==> config.mk <==
export PLATFORM = sky130hd
export DESIGN_NAME = gpr_file
export DESIGN_NICKNAME = d
export VERILOG_FILES = /design/src/rtl/gpr_file.sv
export SDC_FILE = /design/constraint.sdc
export NUM_CORES = 2
export LEC_CHECK = 0
export CAP_MARGIN = 20
export CORE_AREA = 2 2 321 323
export DETAILED_ROUTE_END_ITERATION = 6
export DIE_AREA = 0 0 323 325
export PLACE_DENSITY = 0.78
export SETUP_SLACK_MARGIN = 0.2
export SYNTH_ARGS = -nofsm -noshare
export SYNTH_HDL_FRONTEND = slang
export SYNTH_SLANG_ARGS = --single-unit
==> constraint.sdc <==
create_clock -name clk -period 2.66 [get_ports clk]
set_input_delay 0.532 -clock clk [delete_from_list [all_inputs] [get_ports clk]]
set_output_delay 0.532 -clock clk [all_outputs]
set_load 0.02 [all_outputs]
==> src/rtl/gpr_file.sv <==
// Architectural general-purpose register file for the npc core.
// Commits execute-stage writebacks into the register array and serves two
// combinational read ports. A per-register busy scoreboard lets issue logic
// stall on read-after-write hazards while a multi-cycle producer is in flight.
module gpr_file #(
    parameter int ISA_WIDTH      = 32,
    parameter int REG_NUM        = 32,
    parameter int REG_ADDR_WIDTH = 5,
    parameter bit BYPASS         = 1'b1
) (
    input  logic                      clk,
    input  logic                      rst,
    input  logic [REG_ADDR_WIDTH-1:0] rs1_addr,
    input  logic [REG_ADDR_WIDTH-1:0] rs2_addr,
    output logic [ISA_WIDTH-1:0]      src1,
    output logic [ISA_WIDTH-1:0]      src2,
    output logic                      rs1_busy,
    output logic                      rs2_busy,
    input  logic                      issue_valid,
    input  logic                      issue_w_en,
    input  logic [REG_ADDR_WIDTH-1:0] issue_rd,
    input  logic                      wb_valid,
    output logic                      wb_ready,
    input  logic                      wb_en,
    input  logic [REG_ADDR_WIDTH-1:0] wb_addr,
    input  logic [ISA_WIDTH-1:0]      wb_data,
    output logic [ISA_WIDTH-1:0]      gpr_a0
);

    // Array spans the full index space so any address is a legal subscript;
    // entries at or above REG_NUM are never written and stay zero.
    localparam int DEPTH = 2 ** REG_ADDR_WIDTH;
    localparam logic [REG_ADDR_WIDTH:0] REG_LIMIT = (REG_ADDR_WIDTH + 1)'(REG_NUM);

    logic [ISA_WIDTH-1:0] regs [DEPTH];
    logic [DEPTH-1:0]     busy;
    logic                 ready_q;
    logic                 commit;
    logic                 issue_set;
    logic [DEPTH-1:0]     set_vec;
    logic [DEPTH-1:0]     clr_vec;
    logic                 hit1;
    logic                 hit2;

    // True for an index that names a real, writable register (not x0).
    function automatic logic writable(input logic [REG_ADDR_WIDTH-1:0] a);
        return (a != '0) && ({1'b0, a} < REG_LIMIT);
    endfunction

    assign wb_ready  = ready_q;
    assign commit    = wb_valid & ready_q & wb_en & writable(wb_addr);
    assign issue_set = issue_valid & issue_w_en & writable(issue_rd);
    assign set_vec   = issue_set ? (DEPTH'(1) << issue_rd) : '0;
    assign clr_vec   = commit ? (DEPTH'(1) << wb_addr) : '0;

    // Writeback is accepted from the first edge after reset release onward.
    always_ff @(posedge clk or negedge rst) begin
        if (!rst) ready_q <= 1'b0;
        else      ready_q <= 1'b1;
    end

    // Register array: commit the writeback beat.
    always_ff @(posedge clk or negedge rst) begin
        if (!rst) begin
            for (int i = 0; i < DEPTH; i++) regs[i] <= '0;
        end else if (commit) begin
            regs[wb_addr] <= wb_data;
        end
    end

    // Scoreboard: a new producer's set overrides a retiring producer's clear.
    always_ff @(posedge clk or negedge rst) begin
        if (!rst) busy <= '0;
        else      busy <= (busy & ~clr_vec) | set_vec;
    end

    // Read ports with optional same-cycle forwarding of data and busy clear.
    always_comb begin
        hit1     = (BYPASS != 1'b0) && commit && (wb_addr == rs1_addr);
        hit2     = (BYPASS != 1'b0) && commit && (wb_addr == rs2_addr);
        src1     = '0;
        src2     = '0;
        rs1_busy = 1'b0;
        rs2_busy = 1'b0;
        if (ready_q && writable(rs1_addr)) begin
            src1     = hit1 ? wb_data : regs[rs1_addr];
            rs1_busy = busy[rs1_addr] & ~(hit1 & ~set_vec[rs1_addr]);
        end
        if (ready_q && writable(rs2_addr)) begin
            src2     = hit2 ? wb_data : regs[rs2_addr];
            rs2_busy = busy[rs2_addr] & ~(hit2 & ~set_vec[rs2_addr]);
        end
    end

    // a0 is exported raw (no forwarding) for the simulator's exit-code path.
    generate
        if (REG_NUM > 10) begin : g_a0
            assign gpr_a0 = ready_q ? regs[10] : '0;
        end else begin : g_no_a0
            assign gpr_a0 = '0;
        end
    endgenerate

endmodule

==> results.sh <==
export IMPL_outcome="complete, but fails checks"
export IMPL_failed_checks="negative setup slack"
export IMPL_ff2ff_path_depth=10
export IMPL_maximum_number_of_pins_on_one_net_before_global_route_repair=101
export IMPL_power_ir_vdd_worst_uv=536
export IMPL_synthesis_area_per_instance_sq_um=14.6
export IMPL_floorplan_rows=117
export IMPL_synthArstFlopShare_pct=100
export IMPL_final_period_utilization_pct=124
export IMPL_yosys_top_cells_area="dfrtp_1 47%, mux4_2 21%, mux2_2 17%"
export IMPL_critical_path_startpoint_type="flip-flop"
export IMPL_cts_num_sinks=1057
export IMPL_endpoint_kind="primary output"
export IMPL_synth_top_area_share_pct=47.0
export IMPL_register_to_register_setup_slack_ps=70
export IMPL_flow_area_growth_from_synthesis_pct=25.1
export IMPL_critical_path_slowest_cell="dfrtp_2"
export IMPL_cp_max_fo=7
export IMPL_die_height_um=325
export IMPL_htreeDepth=3
export IMPL_detailroute_via_count=41000
export IMPL_initialDrtViolationCount=5201
export IMPL_remaining_drc_errors=0
export IMPL_floorplan_die_width_um=323
export IMPL_fin_worst_skew_ps=25.5
export IMPL_clk_insertion_delay_late_ps=720
export IMPL_cts_clk_slew_worst_paths_ps=60
export IMPL_post_synth_edffs=0
export IMPL_yosysUniqueCellTypes=58
export IMPL_vias_per_cell=7.16
export IMPL_rsz0062_at_grt="yes"
export IMPL_worst_setup_path_startpoint="wb_ready"
export IMPL_finalWorstPathRequiredPeriod_ps=3290
export IMPL_grt_antenna_before_repair=10
export IMPL_detailedPlace_worstSlack_ps=-1200
export IMPL_yosys_area_top_type="dfrtp_1"
export IMPL_synth_sequential_area_ratio_pct=47.0
export IMPL_overall_track_demand_over_capacity_in_global_routing_pct=36.0
export IMPL_critical_r2r_launch="wb_ready"
export IMPL_worstPathCellList="buf_12 > nand3_4 > a21oi_4 > and4_4 > buf_12 > buf_12 > nor3_4 > buf_6 > a22o_1 > buf_6"
export IMPL_crit_family="buffers and inverters"
export IMPL_worst_setup_path_class="reg -> out"
export IMPL_max_slew_margin_pct=60.1
export IMPL_yosys_most_used_dff="dfrtp_1"
export IMPL_tns_ps=-37520
export IMPL_power_density_mw_per_mm2=583
export IMPL_critical_r2r_capture="regs[86]"
export IMPL_path_common_cell="buf_12"
export IMPL_tritoncts_clock_tree="built"
export IMPL_dp_cells=5452
export IMPL_total_leakage_power_nw=31.9
export IMPL_global_route_wire_length_before_repair_mm=277
export IMPL_setup_violations_final=66
export IMPL_synth_area_sq_mm=0.0563
export IMPL_initial_core_util_pct=55.6
export IMPL_synth_net_count=3918
export IMPL_first_global_vias=42200
export IMPL_finish_net_count=4326
export IMPL_n_fill_cell=6281
export IMPL_die_area_sq_mm=0.105
export IMPL_grt_overflow=0
export IMPL_mostFrequentLayoutCell="dfrtp_1"
export IMPL_final_layout_size_suffix_gt1_share_pct=56.7
export IMPL_final_seq_area_sq_mm=0.0265
export IMPL_final_cell_count_no_fill=5728
export IMPL_pin_count=157
export IMPL_maxCapViolations=0
export IMPL_final_max_slew_viol_count=0
export IMPL_hold_class="in -> async"
export IMPL_clk_path_buf_depth=3
export IMPL_aggregate_routed_wire_length_mm=194
export IMPL_ys_seq_elements=1057
export IMPL_most_common_layout_cells="1,056 x dfrtp_1, 817 x mux2_2, 530 x mux4_2, 338 x buf_4, 190 x buf_12"
export IMPL_core_area_sq_mm=0.101
export IMPL_combined_area_of_the_multi_input_logic_cells_sq_mm=0.0294
export IMPL_required_ps=2130
export IMPL_total_power_mw=41.1
export IMPL_hold_slack_ps=380
export IMPL_total_cts_buffers=108
export IMPL_ant_nets_after_route=0
export IMPL_smallest_setup_slack_after_layout_ps=-632
export IMPL_gp_congestion=0.904
export IMPL_dpl_hpwl_mm=117
export IMPL_final_util_pct=69.5
export IMPL_worstPathArrival_ps=2760
export IMPL_finalHoldViolations=0
export IMPL_timing_fmax_mhz=304
export IMPL_count_of_buffering_cells_on_the_critical_path_with_inverters_included=5
export IMPL_detailed_place_area_sq_mm=0.0640
export IMPL_synthesized_instance_count=3860
export IMPL_critical_path_max_stage_delay_ps=380
export IMPL_stdcell_area_sq_mm=0.0705
export IMPL_worst_slew_pin_slew_ps=599
export IMPL_clock_tree_root_cell="clkbuf_16"
export IMPL_drt_pre_antenna_iters=6
export IMPL_route_detailed_wl_per_inst_um=33.8
export IMPL_place_port_buffers=156
export IMPL_yosysWarningCount=0
==> Yosys cell counts, types with 34 or more instances <==
cell type  number
dfrtp_1      1057
mux2_2        848
mux4_2        530
clkbuf_1      217
o22ai_1       203
nor2_1        168
buf_2         155
mux2_1        144
nor4_1         62
inv_1          60
buf_4          49
nand3_1        47
and2_1         35
o21ai_0        35
nor3_1         34
==> layer usage <==
metal	wire length [um]	global-route usage [%]	vias up
li1	-	-	15600
met1	66600	46.6	21400
met2	88400	53.9	3088
met3	24500	10.8	870
met4	14300	21.5	12
met5	84	0	-
==> area by class of cell <==
type	instances	share of cell area, %
antenna	4	0.0142
clock buffer	151	4.45
clock inverter	47	0.803
inverter	62	0.330
multi-input combinational	2299	41.7
sequential	1057	37.5
tap	1368	2.43
timing repair buffer	740	12.7
==> power breakdown <==
| group | switching (mW) | internal, mW |
|---|---|---|
| Combinational | 3.12 | 3.59 |
| Sequential | 1.04 | 17.4 |
| Clock | 6.82 | 9.12 |
==> logic make-up after synthesis <==
| group | count (synthesis) | synth area share, % |
|---|---|---|
| xor+xnor | 17 | 0.264 |
| mux | 1524 | 41.1 |
| simple gates | 450 | 4.02 |
| flops | 1057 | 47.0 |
| buf+inv | 504 | 4.14 |
| other cells | 1 | 0.00666 |
| compound gates | 307 | 3.56 |
==> worst max path at each step <==
stage | slack [ps] | endpoint | cells past startpoint
after detailed placement | -1200 | src2[21] | 10
final | -630 | src1[27] | 10
after global placement | -1160 | src2[21] | 10
after floorplan | 170 | rs1_busy | 6
after CTS | -610 | src1[27] | 10
after global routing | -690 | src1[27] | 10
==> sequential cells by signal (all words and copies together), names as in the netlist <==
name / flops
wb_ready: 1
regs: 1024
busy: 32
==> repair_timing <==
action,in CTS,in global routing
hold buffers,1,0
setup endpoints to repair,129,475
endpoints found under the hold margin,22,0
pin swaps,51,36
gates resized for setup,694,165
gates cloned,12,9
setup buffers,34,18
Note: power is estimated with default switching activity, not from simulation.
